--- src/rtl/mux_packer_pkg.sv ---
// Shared definitions for the demux/mux_packer pair: select encoding, packer
// state type and default bus widths.
package mux_packer_pkg;

   localparam logic [1:0] SEL_CAESAR  = 2'd0;
   localparam logic [1:0] SEL_SCYTALE = 2'd1;
   localparam logic [1:0] SEL_ZIGZAG  = 2'd2;
   localparam logic [1:0] SEL_NONE    = 2'd3;

   localparam int MST_DWIDTH_DEF = 32;
   localparam int SYS_DWIDTH_DEF = 8;

   typedef enum logic {IDLE, FILL} state_t;

endpackage

--- src/rtl/mux_packer_char_select.sv ---
// Combinational 3:1 source mux; yields the selected character and strobe so
// the packer never sees which channel it came from.
module char_select
   import mux_packer_pkg::*;
#(
   parameter int SYS_DWIDTH = SYS_DWIDTH_DEF
) (
   input  logic [1:0]            select,
   input  logic [SYS_DWIDTH-1:0] data0_i,
   input  logic                  valid0_i,
   input  logic [SYS_DWIDTH-1:0] data1_i,
   input  logic                  valid1_i,
   input  logic [SYS_DWIDTH-1:0] data2_i,
   input  logic                  valid2_i,
   output logic [SYS_DWIDTH-1:0] ch_o,
   output logic                  vld_o
);

   always_comb begin
      ch_o  = '0;
      vld_o = 1'b0;
      unique case (select)
         SEL_CAESAR:  begin ch_o = data0_i; vld_o = valid0_i; end
         SEL_SCYTALE: begin ch_o = data1_i; vld_o = valid1_i; end
         SEL_ZIGZAG:  begin ch_o = data2_i; vld_o = valid2_i; end
         default:     begin ch_o = '0;      vld_o = 1'b0;     end
      endcase
   end

endmodule

--- src/rtl/mux_packer.sv ---
// Packs characters from the selected decryptor MSB-first into master words.
// Define MUX_PACKER_FLUSH_EN to emit partial words after FLUSH_IDLE idle cycles.
module mux_packer
   import mux_packer_pkg::*;
#(
   parameter int MST_DWIDTH = MST_DWIDTH_DEF,
   parameter int SYS_DWIDTH = SYS_DWIDTH_DEF,
   parameter int FLUSH_IDLE = 4
) (
   input  logic                                        clk_sys,
   input  logic                                        rst,
   input  logic [1:0]                                  select,
   input  logic [SYS_DWIDTH-1:0]                       data0_i,
   input  logic                                        valid0_i,
   input  logic [SYS_DWIDTH-1:0]                       data1_i,
   input  logic                                        valid1_i,
   input  logic [SYS_DWIDTH-1:0]                       data2_i,
   input  logic                                        valid2_i,
   output logic [MST_DWIDTH-1:0]                       data_o,
   output logic                                        valid_o,
   output logic [$clog2(MST_DWIDTH/SYS_DWIDTH):0]      bytes_o,
   output logic                                        drop_o
);

   localparam int N  = MST_DWIDTH / SYS_DWIDTH;
   localparam int CW = (N > 1) ? $clog2(N) : 1;
   localparam int BW = $clog2(N) + 1;

   logic [SYS_DWIDTH-1:0] ch;
   logic                  acc;

   char_select #(.SYS_DWIDTH(SYS_DWIDTH)) u_sel (
      .select   (select),
      .data0_i  (data0_i),
      .valid0_i (valid0_i),
      .data1_i  (data1_i),
      .valid1_i (valid1_i),
      .data2_i  (data2_i),
      .valid2_i (valid2_i),
      .ch_o     (ch),
      .vld_o    (acc)
   );

   state_t                state_q, state_d;
   logic [CW-1:0]         cnt_q, cnt_d, base_cnt;
   logic [MST_DWIDTH-1:0] word_q, word_d, filled;
   logic [1:0]            sel_q;
   logic [MST_DWIDTH-1:0] data_q, data_d;
   logic [BW-1:0]         bytes_q, bytes_d;
   logic                  valid_q, valid_d, drop_q, drop_d, discard;
`ifdef MUX_PACKER_FLUSH_EN
   localparam int IW = $clog2(FLUSH_IDLE + 1);
   logic [IW-1:0]         idle_q, idle_d;
`endif

   always_ff @(posedge clk_sys or posedge rst) begin
      if (rst) begin
         state_q <= IDLE;
         cnt_q   <= '0;
         word_q  <= '0;
         sel_q   <= SEL_NONE;
         data_q  <= '0;
         bytes_q <= '0;
         valid_q <= 1'b0;
         drop_q  <= 1'b0;
`ifdef MUX_PACKER_FLUSH_EN
         idle_q  <= '0;
`endif
      end else begin
         state_q <= state_d;
         cnt_q   <= cnt_d;
         word_q  <= word_d;
         sel_q   <= select;
         data_q  <= data_d;
         bytes_q <= bytes_d;
         valid_q <= valid_d;
         drop_q  <= drop_d;
`ifdef MUX_PACKER_FLUSH_EN
         idle_q  <= idle_d;
`endif
      end
   end

   always_comb begin
      data_d  = data_q;
      bytes_d = bytes_q;
      valid_d = 1'b0;
      // A source switch mid-word throws the partial word away; a character
      // arriving in the same cycle then starts a fresh word at lane 0.
      discard  = (state_q == FILL) && (select != sel_q);
      drop_d   = discard;
      base_cnt = discard ? '0 : cnt_q;
      filled   = discard ? '0 : word_q;
      cnt_d    = base_cnt;
      word_d   = filled;
`ifdef MUX_PACKER_FLUSH_EN
      idle_d   = '0;
`endif
      if (acc) begin
         for (int k = 0; k < N; k++) begin
            if (base_cnt == CW'(k))
               filled[SYS_DWIDTH*(N-1-k) +: SYS_DWIDTH] = ch;
         end
         if (base_cnt == CW'(N-1)) begin
            data_d  = filled;
            bytes_d = BW'(N);
            valid_d = 1'b1;
            cnt_d   = '0;
            word_d  = '0;
         end else begin
            cnt_d   = base_cnt + 1'b1;
            word_d  = filled;
         end
      end
`ifdef MUX_PACKER_FLUSH_EN
      else if (base_cnt != '0) begin
         if (idle_q == IW'(FLUSH_IDLE - 1)) begin
            data_d  = word_q;
            bytes_d = BW'(cnt_q);
            valid_d = 1'b1;
            cnt_d   = '0;
            word_d  = '0;
         end else begin
            idle_d  = idle_q + 1'b1;
         end
      end
`endif
      state_d = (cnt_d == '0) ? IDLE : FILL;
   end

   assign data_o  = data_q;
   assign bytes_o = bytes_q;
   assign valid_o = valid_q;
   assign drop_o  = drop_q;

endmodule
--- config.mk ---
export PLATFORM = sky130hd
export DESIGN_NAME = mux_packer
export DESIGN_NICKNAME = d
export VERILOG_FILES = /design/src/rtl/mux_packer_pkg.sv /design/src/rtl/mux_packer_char_select.sv /design/src/rtl/mux_packer.sv
export SDC_FILE = /design/constraint.sdc
export NUM_CORES = 1
export LEC_CHECK = 0
export BUFFER_PORTS_ARGS = -buffer_cell sky130_fd_sc_hd__buf_2
export CAP_MARGIN = 10
export CORE_ASPECT_RATIO = 1.5
export CORE_MARGIN = 3
export CORE_UTILIZATION = 46
export CTS_CLUSTER_SIZE = 28
export DETAILED_ROUTE_END_ITERATION = 8
export PLACE_DENSITY = 0.73
export SKIP_CTS_REPAIR_TIMING = 1
export SLEW_MARGIN = 25
export SYNTH_ARGS = -nofsm -noshare
export SYNTH_HDL_FRONTEND = slang
export SYNTH_SLANG_ARGS = --single-unit
--- constraint.sdc ---
create_clock -name clk_sys -period 2.6 [get_ports clk_sys]
set_input_delay 0 -clock clk_sys [delete_from_list [all_inputs] [get_ports clk_sys]]
set_output_delay 0 -clock clk_sys [all_outputs]
set_load 0.005 [all_outputs]
==> results.toml <==
[timing]
period_share_pct = 86.6
fmax_mhz = 444
period_needed_ns = 2.25
setup_violations = 0
relSlewSlack_pct = 54.2
grt_setup_unrepaired = "false"
finalMaxSlewViolations = 0
tns_ns = 0
hold_viol = 0
tightest_slew_ns = 0.687
setup_ws_ns = 0.347
skew_ns = 0.00732

[placed_design]
dp_hpwl_mm = 4.32
port_buffers = 65
dpl_cell_area_sq_um = 3230
pre_cts_ws_ns = 0.354
place.gp.congestion = 0.772

[setup_path]
max_stage_delay_ns = 0.52
cp_cell_sequence = "xor2_1, o21ai_4, and2_1, ha_1, buf_4, nor2b_1, a22o_1, mux2_1"
reg2reg_depth = 8
worstSetupPathDepth = 8
crit_arrival_ns = 2.47
cp-start-kind = "flip-flop"
crit_family = "compound AO/OA/AOI/OAI gates"
slowest_stage = "dfstp_2"
path_class = "flip-flop to flip-flop"
endpoint_kind = "flip-flop"
critPathBufInv = 1
cp.required_ns = 2.82
cp_max_fo = 16

[synth]
yosysWarningCount = 0
syn_inst = 214
ys_seq_area_share_pct = 56.5
ys_types = 29
syn_area_sq_um = 2840
ys_ff_latch = 64
avgSynthCellArea_sq_um = 13.3

[die]
start_util_pct = 48.0
die_width_um = 70.2
core_sq_um = 5910
pin_count = 68
die_h_um = 102
num_rows = 34
die-area_sq_um = 7170

[status]
status = "completed"

[final_layout]
area_growth_pct = 20.7
drive_gt1_share_pct = 43.3
diodes = 0
fin_area_sq_um = 3430
nets = 320
fillers = 497

[global_route]
antenna_found_initial = 0
track_usage_pct = 18.3
grt_max_degree = 42
grt_pass1_wl_mm = 10.0
grt_pass1_vias = 2009
gr-total-overflow = 0

[hold_path]
hp-class = "primary input to flip-flop"
whs_path_depth = 4

[cts]
root_buffer = "clkbuf_8"
cts_buffers = 9
htreeDepth = 3
cts_buffer_depth = 2
clk_pin_slew_worst_paths_ns = 0.07
cts.sinks = 64
insertion_delay_ns = 0.33
cts_tree = "yes"

[drt]
route.detailed.drc = 0
ant_nets = 0
avgViaCountPerCell = 5.47
routed_wl_mm = 6.18
vias = 1998
dr.pass1.iters = 4
wl_per_cell_um = 16.9
first_iter_violations = 79

[job]
maxCapViolCount = 0

[pwr]
p_leak_nw = 1.73
powerDensity_nw_per_um2 = 889
peakVddDrop_mv = 0.436
power.total_mw = 3.05
==> per-layer routing <==
metal,part of all wire (%),up-vias,GRT usage (%)
met5,0,-,0
met4,2.2,0,8.85
met2,53,48,30.1
met1,40,1003,22.3
li1,-,937,-
met3,4.8,10,5.02
==> through the flow <==
step                      hold WS (ns)  utilization [%]  cells
after floorplan                0.00448                -    215
after global routing             0.184             58.0    365
after global placement          0.0502             54.7    346
final                            0.170             58.0    365
after detailed placement        0.0479             54.7    346
after CTS                       -0.319             57.5    362
==> kinds of logic after synthesis <==
| group | Yosys count | share of synthesized area (%) |
|---|---|---|
| multiplexers | 41 | 15.9 |
| buffers and inverters | 20 | 4.10 |
| AND/OR/NAND/NOR | 24 | 6.08 |
| AO/OA/AOI/OAI | 59 | 15.7 |
| flip-flops | 64 | 56.5 |
| XOR/XNOR | 4 | 1.23 |
| other | 1 | 0.132 |
| adder cells (fa/ha/maj) | 1 | 0.440 |
==> cell type report <==
cell class	count	area (sq um)	share of cell area [%]
repair buffers	78	430	12.6
inverters	4	15.0	0.438
multi-input cells	131	1120	32.8
well taps	72	90.1	2.63
clock buffers	13	149	4.34
flip-flops and latches	64	1600	46.8
clock inverters	3	17.5	0.511
==> cell usage in the layout (no fill, tap or decap), types with 8 or more instances in the layout <==
master	n
buf_2	65
dfrtp_1	62
mux2_2	30
a22o_1	24
a21oi_1	14
clkbuf_8	10
buf_4	10
mux2i_1	9
nor2b_1	9
o2bb2ai_1	9
o21ai_0	8
nand4b_1	8
==> worst paths after layout <==
check	to	slack, ns	from
setup reg to reg	data_o[23]	0.35	sel_q[1]
hold / removal	cnt_q[0]	0.17	valid1_i
max in group asynchronous	sel_q[1]	1.43	rst
min in group asynchronous	data_o[18]	0.25	rst
setup / recovery	data_o[23]	0.35	sel_q[1]
hold reg to reg	bytes_o[2]	0.47	bytes_o[2]
==> cells in the mapped netlist <==
library cell | instances | area (sq um)
inv_1 | 3 | 11.3
buf_4 | 2 | 15.0
dfstp_2 | 2 | 52.6
clkbuf_1 | 7 | 26.3
buf_2 | 3 | 15.0
a22o_1 | 24 | 210
o21ai_0 | 8 | 40.0
nand2_1 | 3 | 11.3
a2bb2oi_1 | 1 | 8.76
mux2i_1 | 9 | 90.1
inv_2 | 1 | 3.75
mux2_2 | 30 | 338
ha_1 | 1 | 12.5
nor2b_1 | 9 | 56.3
dfrtp_1 | 62 | 1550
mux2_1 | 2 | 22.5
conb_1 | 1 | 3.75
a311oi_2 | 1 | 15.0
nand4b_1 | 8 | 70.1
and2_1 | 1 | 6.26
o21ai_4 | 1 | 16.3
a21oi_1 | 14 | 70.1
or2_2 | 2 | 12.5
xnor2_1 | 2 | 17.5
o2bb2ai_1 | 9 | 78.8
buf_6 | 4 | 45.0
a31oi_1 | 1 | 6.26
nor3_4 | 1 | 16.3
xor2_1 | 2 | 17.5
==> report_power, final <==
group	switching [mW]	total (mW)	internal (mW)	leakage (nW)
registers	0.168	1.41	1.24	0.851
logic	0.459	0.915	0.456	0.798
clock network	0.350	0.720	0.370	0.0834
==> worst reg2reg max path, stage by stage, from the launching register on <==
cell and delay (ns):
dfstp_2 0.52, xor2_1 0.09, o21ai_4 0.37, and2_1 0.26, ha_1 0.19, buf_4 0.20
nor2b_1 0.07, a22o_1 0.17, mux2_1 0.28
==> state kept, by name, summed over array words and instances (netlist names) <==
name     cells
valid_o      1
drop_o       1
state_q      1
sel_q        2
cnt_q        2
data_o      32
word_q      24
bytes_o      1
(Power assumes the default switching activity.)
